`src/rtl/mem_access_stage.sv`:
```
// MEM pipeline stage: issues one data-bus transaction per load/store and
// holds the pipeline until it is acknowledged.
// It also aligns store data, extracts and extends load data, and registers
// the MEM/WB stage.
// Ports:
//   i_clk, i_reset       clock, synchronous active-high reset
//   i_mem_*              EXE/MEM controls, destination reg, ALU result, store data
//   i_data_be            store byte enables
//   o_dbus_*             bus request, write strobe, address, write data, enables
//   i_dbus_ack/rdata     bus acknowledge and read data (valid in the ack cycle)
//   o_mem_stall          combinational stall of EXE/MEM and all earlier stages
//   o_wb_wreg/rd/data    registered MEM/WB stage
module mem_access_stage (
    input  logic        i_clk,
    input  logic        i_reset,
    input  logic        i_mem_mem2reg,
    input  logic        i_mem_wmem,
    input  logic        i_mem_wreg,
    input  logic        i_mem_loadsignext,
    input  logic        i_mem_lsb,
    input  logic        i_mem_lsh,
    input  logic [3:0]  i_data_be,
    input  logic [4:0]  i_mem_rd,
    input  logic [31:0] i_mem_data,
    input  logic [31:0] i_mem_dmem,
    output logic        o_dbus_req,
    output logic        o_dbus_we,
    output logic [31:0] o_dbus_addr,
    output logic [31:0] o_dbus_wdata,
    output logic [3:0]  o_dbus_be,
    input  logic        i_dbus_ack,
    input  logic [31:0] i_dbus_rdata,
    output logic        o_mem_stall,
    output logic        o_wb_wreg,
    output logic [4:0]  o_wb_rd,
    output logic [31:0] o_wb_data
);

    localparam logic [0:0] IDLE = 1'b0;
    localparam logic [0:0] BUS  = 1'b1;

    logic [0:0]  state;
    logic [0:0]  state_next;
    logic        access;
    logic [1:0]  lat_off;
    logic        lat_lsb;
    logic        lat_lsh;
    logic        lat_sext;
    logic        lat_load;
    logic [31:0] store_data;
    logic [31:0] load_data;
    logic [7:0]  ld_byte;
    logic [15:0] ld_half;

    assign access = i_mem_mem2reg | i_mem_wmem;

    // Next state and stall; ack is only honoured in BUS
    always_comb begin
        state_next  = state;
        o_mem_stall = 1'b0;
        if (state == IDLE) begin
            if (access) begin
                state_next  = BUS;
                o_mem_stall = 1'b1;
            end
        end else begin
            if (i_dbus_ack) begin
                state_next = IDLE;
            end else begin
                o_mem_stall = 1'b1;
            end
        end
    end

    // Replicate sub-word store data across all lanes; byte enables pick the lane
    always_comb begin
        store_data = i_mem_dmem;
        if (i_mem_lsb) begin
            store_data = {4{i_mem_dmem[7:0]}};
        end else if (i_mem_lsh) begin
            store_data = {2{i_mem_dmem[15:0]}};
        end
    end

    // Lane select and extension of load data using the latched controls
    always_comb begin
        ld_byte   = i_dbus_rdata[7:0];
        ld_half   = lat_off[1] ? i_dbus_rdata[31:16] : i_dbus_rdata[15:0];
        load_data = i_dbus_rdata;
        case (lat_off)
            2'd1:    ld_byte = i_dbus_rdata[15:8];
            2'd2:    ld_byte = i_dbus_rdata[23:16];
            2'd3:    ld_byte = i_dbus_rdata[31:24];
            default: ld_byte = i_dbus_rdata[7:0];
        endcase
        if (lat_lsb) begin
            load_data = {{24{lat_sext & ld_byte[7]}}, ld_byte};
        end else if (lat_lsh) begin
            load_data = {{16{lat_sext & ld_half[15]}}, ld_half};
        end
    end

    // State, bus registers and MEM/WB register
    always_ff @(posedge i_clk) begin
        if (i_reset) begin
            state        <= IDLE;
            o_dbus_req   <= 1'b0;
            o_dbus_we    <= 1'b0;
            o_dbus_addr  <= 32'd0;
            o_dbus_wdata <= 32'd0;
            o_dbus_be    <= 4'b0000;
            lat_off      <= 2'd0;
            lat_lsb      <= 1'b0;
            lat_lsh      <= 1'b0;
            lat_sext     <= 1'b0;
            lat_load     <= 1'b0;
            o_wb_wreg    <= 1'b0;
            o_wb_rd      <= 5'd0;
            o_wb_data    <= 32'd0;
        end else begin
            state <= state_next;
            if (state == IDLE) begin
                if (access) begin
                    o_dbus_req   <= 1'b1;
                    o_dbus_we    <= i_mem_wmem;
                    o_dbus_addr  <= {i_mem_data[31:2], 2'b00};
                    o_dbus_wdata <= store_data;
                    o_dbus_be    <= i_mem_wmem ? i_data_be : 4'b1111;
                    lat_off      <= i_mem_data[1:0];
                    lat_lsb      <= i_mem_lsb;
                    lat_lsh      <= i_mem_lsh;
                    lat_sext     <= i_mem_loadsignext;
                    lat_load     <= i_mem_mem2reg;
                    o_wb_wreg    <= 1'b0;
                    o_wb_rd      <= 5'd0;
                    o_wb_data    <= 32'd0;
                end else begin
                    o_wb_wreg <= i_mem_wreg;
                    o_wb_rd   <= i_mem_rd;
                    o_wb_data <= i_mem_data;
                end
            end else begin
                if (i_dbus_ack) begin
                    o_dbus_req <= 1'b0;
                    o_wb_wreg  <= i_mem_wreg;
                    o_wb_rd    <= i_mem_rd;
                    o_wb_data  <= lat_load ? load_data : i_mem_data;
                end else begin
                    o_wb_wreg <= 1'b0;
                    o_wb_rd   <= 5'd0;
                    o_wb_data <= 32'd0;
                end
            end
        end
    end

endmodule
```
`config.mk`:
```
export PLATFORM = sky130hd
export DESIGN_NAME = mem_access_stage
export DESIGN_NICKNAME = d
export VERILOG_FILES = /design/src/rtl/mem_access_stage.sv
export SDC_FILE = /design/constraint.sdc
export NUM_CORES = 1
export LEC_CHECK = 0
export BUFFER_PORTS_ARGS = -buffer_cell sky130_fd_sc_hd__buf_2
export CORE_ASPECT_RATIO = 0.5
export CORE_MARGIN = 2
export CORE_UTILIZATION = 46
export CTS_CLUSTER_DIAMETER = 150
export DETAILED_ROUTE_END_ITERATION = 7
export GPL_TIMING_DRIVEN = 0
export PLACE_DENSITY = 0.79
export SYNTH_ARGS = -nofsm -noshare
export SYNTH_HDL_FRONTEND = slang
export SYNTH_SLANG_ARGS = --single-unit
```
`constraint.sdc`:
```
create_clock -name i_clk -period 2.25 [get_ports i_clk]
set_clock_uncertainty 0.05 [all_clocks]
set_input_delay 0.45 -clock i_clk [delete_from_list [all_inputs] [get_ports i_clk]]
set_output_delay 0.45 -clock i_clk [all_outputs]
set_load 0.05 [all_outputs]
```
==> metrics.txt <==
status finished, final reports clean; power density over cell area 970 nW/um2; CP most frequent cell buf_4; nets@finish 905; grt ovf 0; Seq/Total Area, Yosys 0.480; Skew-Pair Late Insertion Delay 0.41 ns; RePlAce Congestion 0.937; slowest stage delay, CP 0.31 ns; starting DRC count in detailed routing 553; crit start category flip-flop; Die ar. 11100 um2; global-route wire length before repair 24200 um; share of cells above drive strength 1 0.361; CP Class reg -> out; Tcrit/Tclk final 0.948; setup TNS 0 ns; Post-DP HPWL 12200 um; PortBufs 219; Pwr Total 6.47 mW; TritonCTS clock tree done; Place WS 0.226 ns; CTS buffer count 17; Distinct cells, synth 36; via count 5166; CTS clk-pin slew, worst paths 0.06 ns; DR WL/cell 17.2 um; Ports 223; chip height 75.6 um; top_reg_cell synth dfxtp_1; Final setup viols 0; Peak VDD IR 534 uV; synth warn 0; initial antenna violation count 1; Area Overhead vs Synth 41.4%; f_max 0.469 GHz; Max-Cap Viols 0; synthesis-stage register bit count 113; CP max stage cell dfxtp_1; Max clock buf depth 2; Root Buffer Master clkbuf_16; core box area 10100 um2; H-Tree Level Count 4; FFs w/ async S/R, synth 0; synthesized instance count 551; leak pwr 3.21 nW; Slew Limit Fails 0; CP Max Fanout 10; CP required 1.75 ns; Critical Path AT 1.63 ns; Detailed Routing Iterations Pass 1 6; vias in the first global route 4668; Post-Route WL 16300 um; Filler Cell Count 866; final hold vios 0; Rows 26; Slew HR 0.579; remaining antenna violation count 0; Die W 147 um; Remaining DRCs 0; RSZ-0062 raised after global routing no; Tightest Hold Check Type in -> reg; Worst Max-Slew Pin Slew 0.631 ns; vias per cell 5.47; pin count of the biggest net entering global routing 17; Total Routing Usage GR 0.287; syn avg cell area 8.56 um2; Tmin final 2.13 ns; endpoint type of the worst setup path output port; Post-synth EDFFs 0; CP Cell Sequence buf_4 > nor3_4 > nand2b_1 > buf_4 > inv_1 > buf_2; Post-Syn Area 4720 um2; fin worst setup slack 0.117 ns; Initial Util 0.468; CTS sink cnt 113
worst max-delay path: cells and delay by family, from the launching register on:
family	cells	cell delay, ns
buffers and inverters	4	0.61
and+or+nand+nor	2	0.30
DFF	1	0.31
final timing paths:
path / depth (start not counted) / slack, ns / startpoint / end
max: 6 / 0.12 / state$_SDFF_PP0_ / o_mem_stall
max reg2reg: 7 / 0.42 / state$_SDFF_PP0_ / o_wb_data[25]$_SDFF_PP0_
min reg2reg: 2 / 0.40 / o_dbus_addr[23]$_SDFFE_PP0P_ / o_dbus_addr[23]$_SDFFE_PP0P_
min: 2 / 0.18 / i_mem_rd[4] / o_wb_rd[4]$_SDFF_PP0_
layout make-up:
cell class                      instances  area (um2)  area share
Tap cell                              140         175      0.0263
Sequential cell                       113        2260       0.339
Buffer                                 46         243      0.0364
Timing Repair Buffer                  220        1100       0.165
Antenna cell                            1        2.50    0.000375
Clock buffer                           18         429      0.0644
Inverter                                2        7.51     0.00113
Multi-Input combinational cell        391        2210       0.331
Clock inverter                         14         238      0.0356
power by group:
group,internal (mW),switching (mW)
logic,0.349,0.899
clock network,2.07,0.943
registers,2.14,0.0644
layer usage:
| layer | global-route usage | vias up | wire (um) |
|---|---|---|---|
| met5 | 0 | - | 0 |
| li1 | - | 2403 | - |
| met3 | 0.0880 | 51 | 1560 |
| met1 | 0.352 | 2420 | 6570 |
| met4 | 0.116 | 0 | 387 |
| met2 | 0.487 | 292 | 7760 |
cells in the mapped netlist, drive strengths merged (2+ instances only):
cell type / instances / area [um2]
nand2b: 9 / 56.3
a211o: 8 / 70.1
nand2: 159 / 599
a21oi: 75 / 379
a311oi: 23 / 201
nor2: 31 / 129
a221o: 16 / 160
mux4: 8 / 180
clkbuf: 23 / 86.3
o21ai: 17 / 85.1
inv: 2 / 7.51
dfxtp: 113 / 2260
nand3b: 2 / 15.0
nor3: 5 / 36.3
buf: 23 / 156
mux2i: 11 / 110
nor3b: 4 / 30.0
a21o: 7 / 52.6
and2: 7 / 46.3
kinds of logic (layout without fill, tap and decap cells):
logic type,after synthesis,count (layout),synth area share
simple gates,221,221,0.198
compound gates,148,148,0.204
flops,113,113,0.480
mux,20,20,0.0639
buf+inv,48,300,0.0530
other cells,1,3,0.000795
through the flow:
stage | util | hold slack, ns | std cells | instance area (um2)
after CTS | 0.661 | 0.170 | 944 | 6670
after floorplan | - | 0.386 | 552 | 4720
after global routing | 0.661 | 0.174 | 945 | 6670
after global placement | 0.594 | 0.388 | 911 | 5990
final | 0.661 | 0.185 | 945 | 6670
after detailed placement | 0.594 | 0.394 | 911 | 5990
timing repair:
| item | in CTS | in global routing |
|---|---|---|
| setup endpoints to repair | 1 | 0 |
| setup buffers | 1 | 0 |
| hold buffers | 0 | 0 |
| resized for setup | 0 | 0 |
cells in the final DEF (no fill, tap or decap), types with 9 or more instances in the layout:
cell type	instances
clkbuf_1	24
buf_2	230
o21ai_0	17
dfxtp_1	113
a21oi_1	74
nand2_1	158
nor2_1	28
nand2b_1	9
a311oi_1	23
a221o_1	16
clkbuf_16	17
mux2i_1	11
registers in the layout (all words and copies together), names as in the netlist:
register	count
o_dbus_addr	30
lat_sext	1
o_dbus_be	4
o_dbus_req	1
lat_lsb	1
lat_off	2
lat_lsh	1
o_wb_wreg	1
lat_load	1
o_wb_rd	5
o_wb_data	32
o_dbus_wdata	32
o_dbus_we	1
state	1
Note: power is estimated with default switching activity, not from simulation.
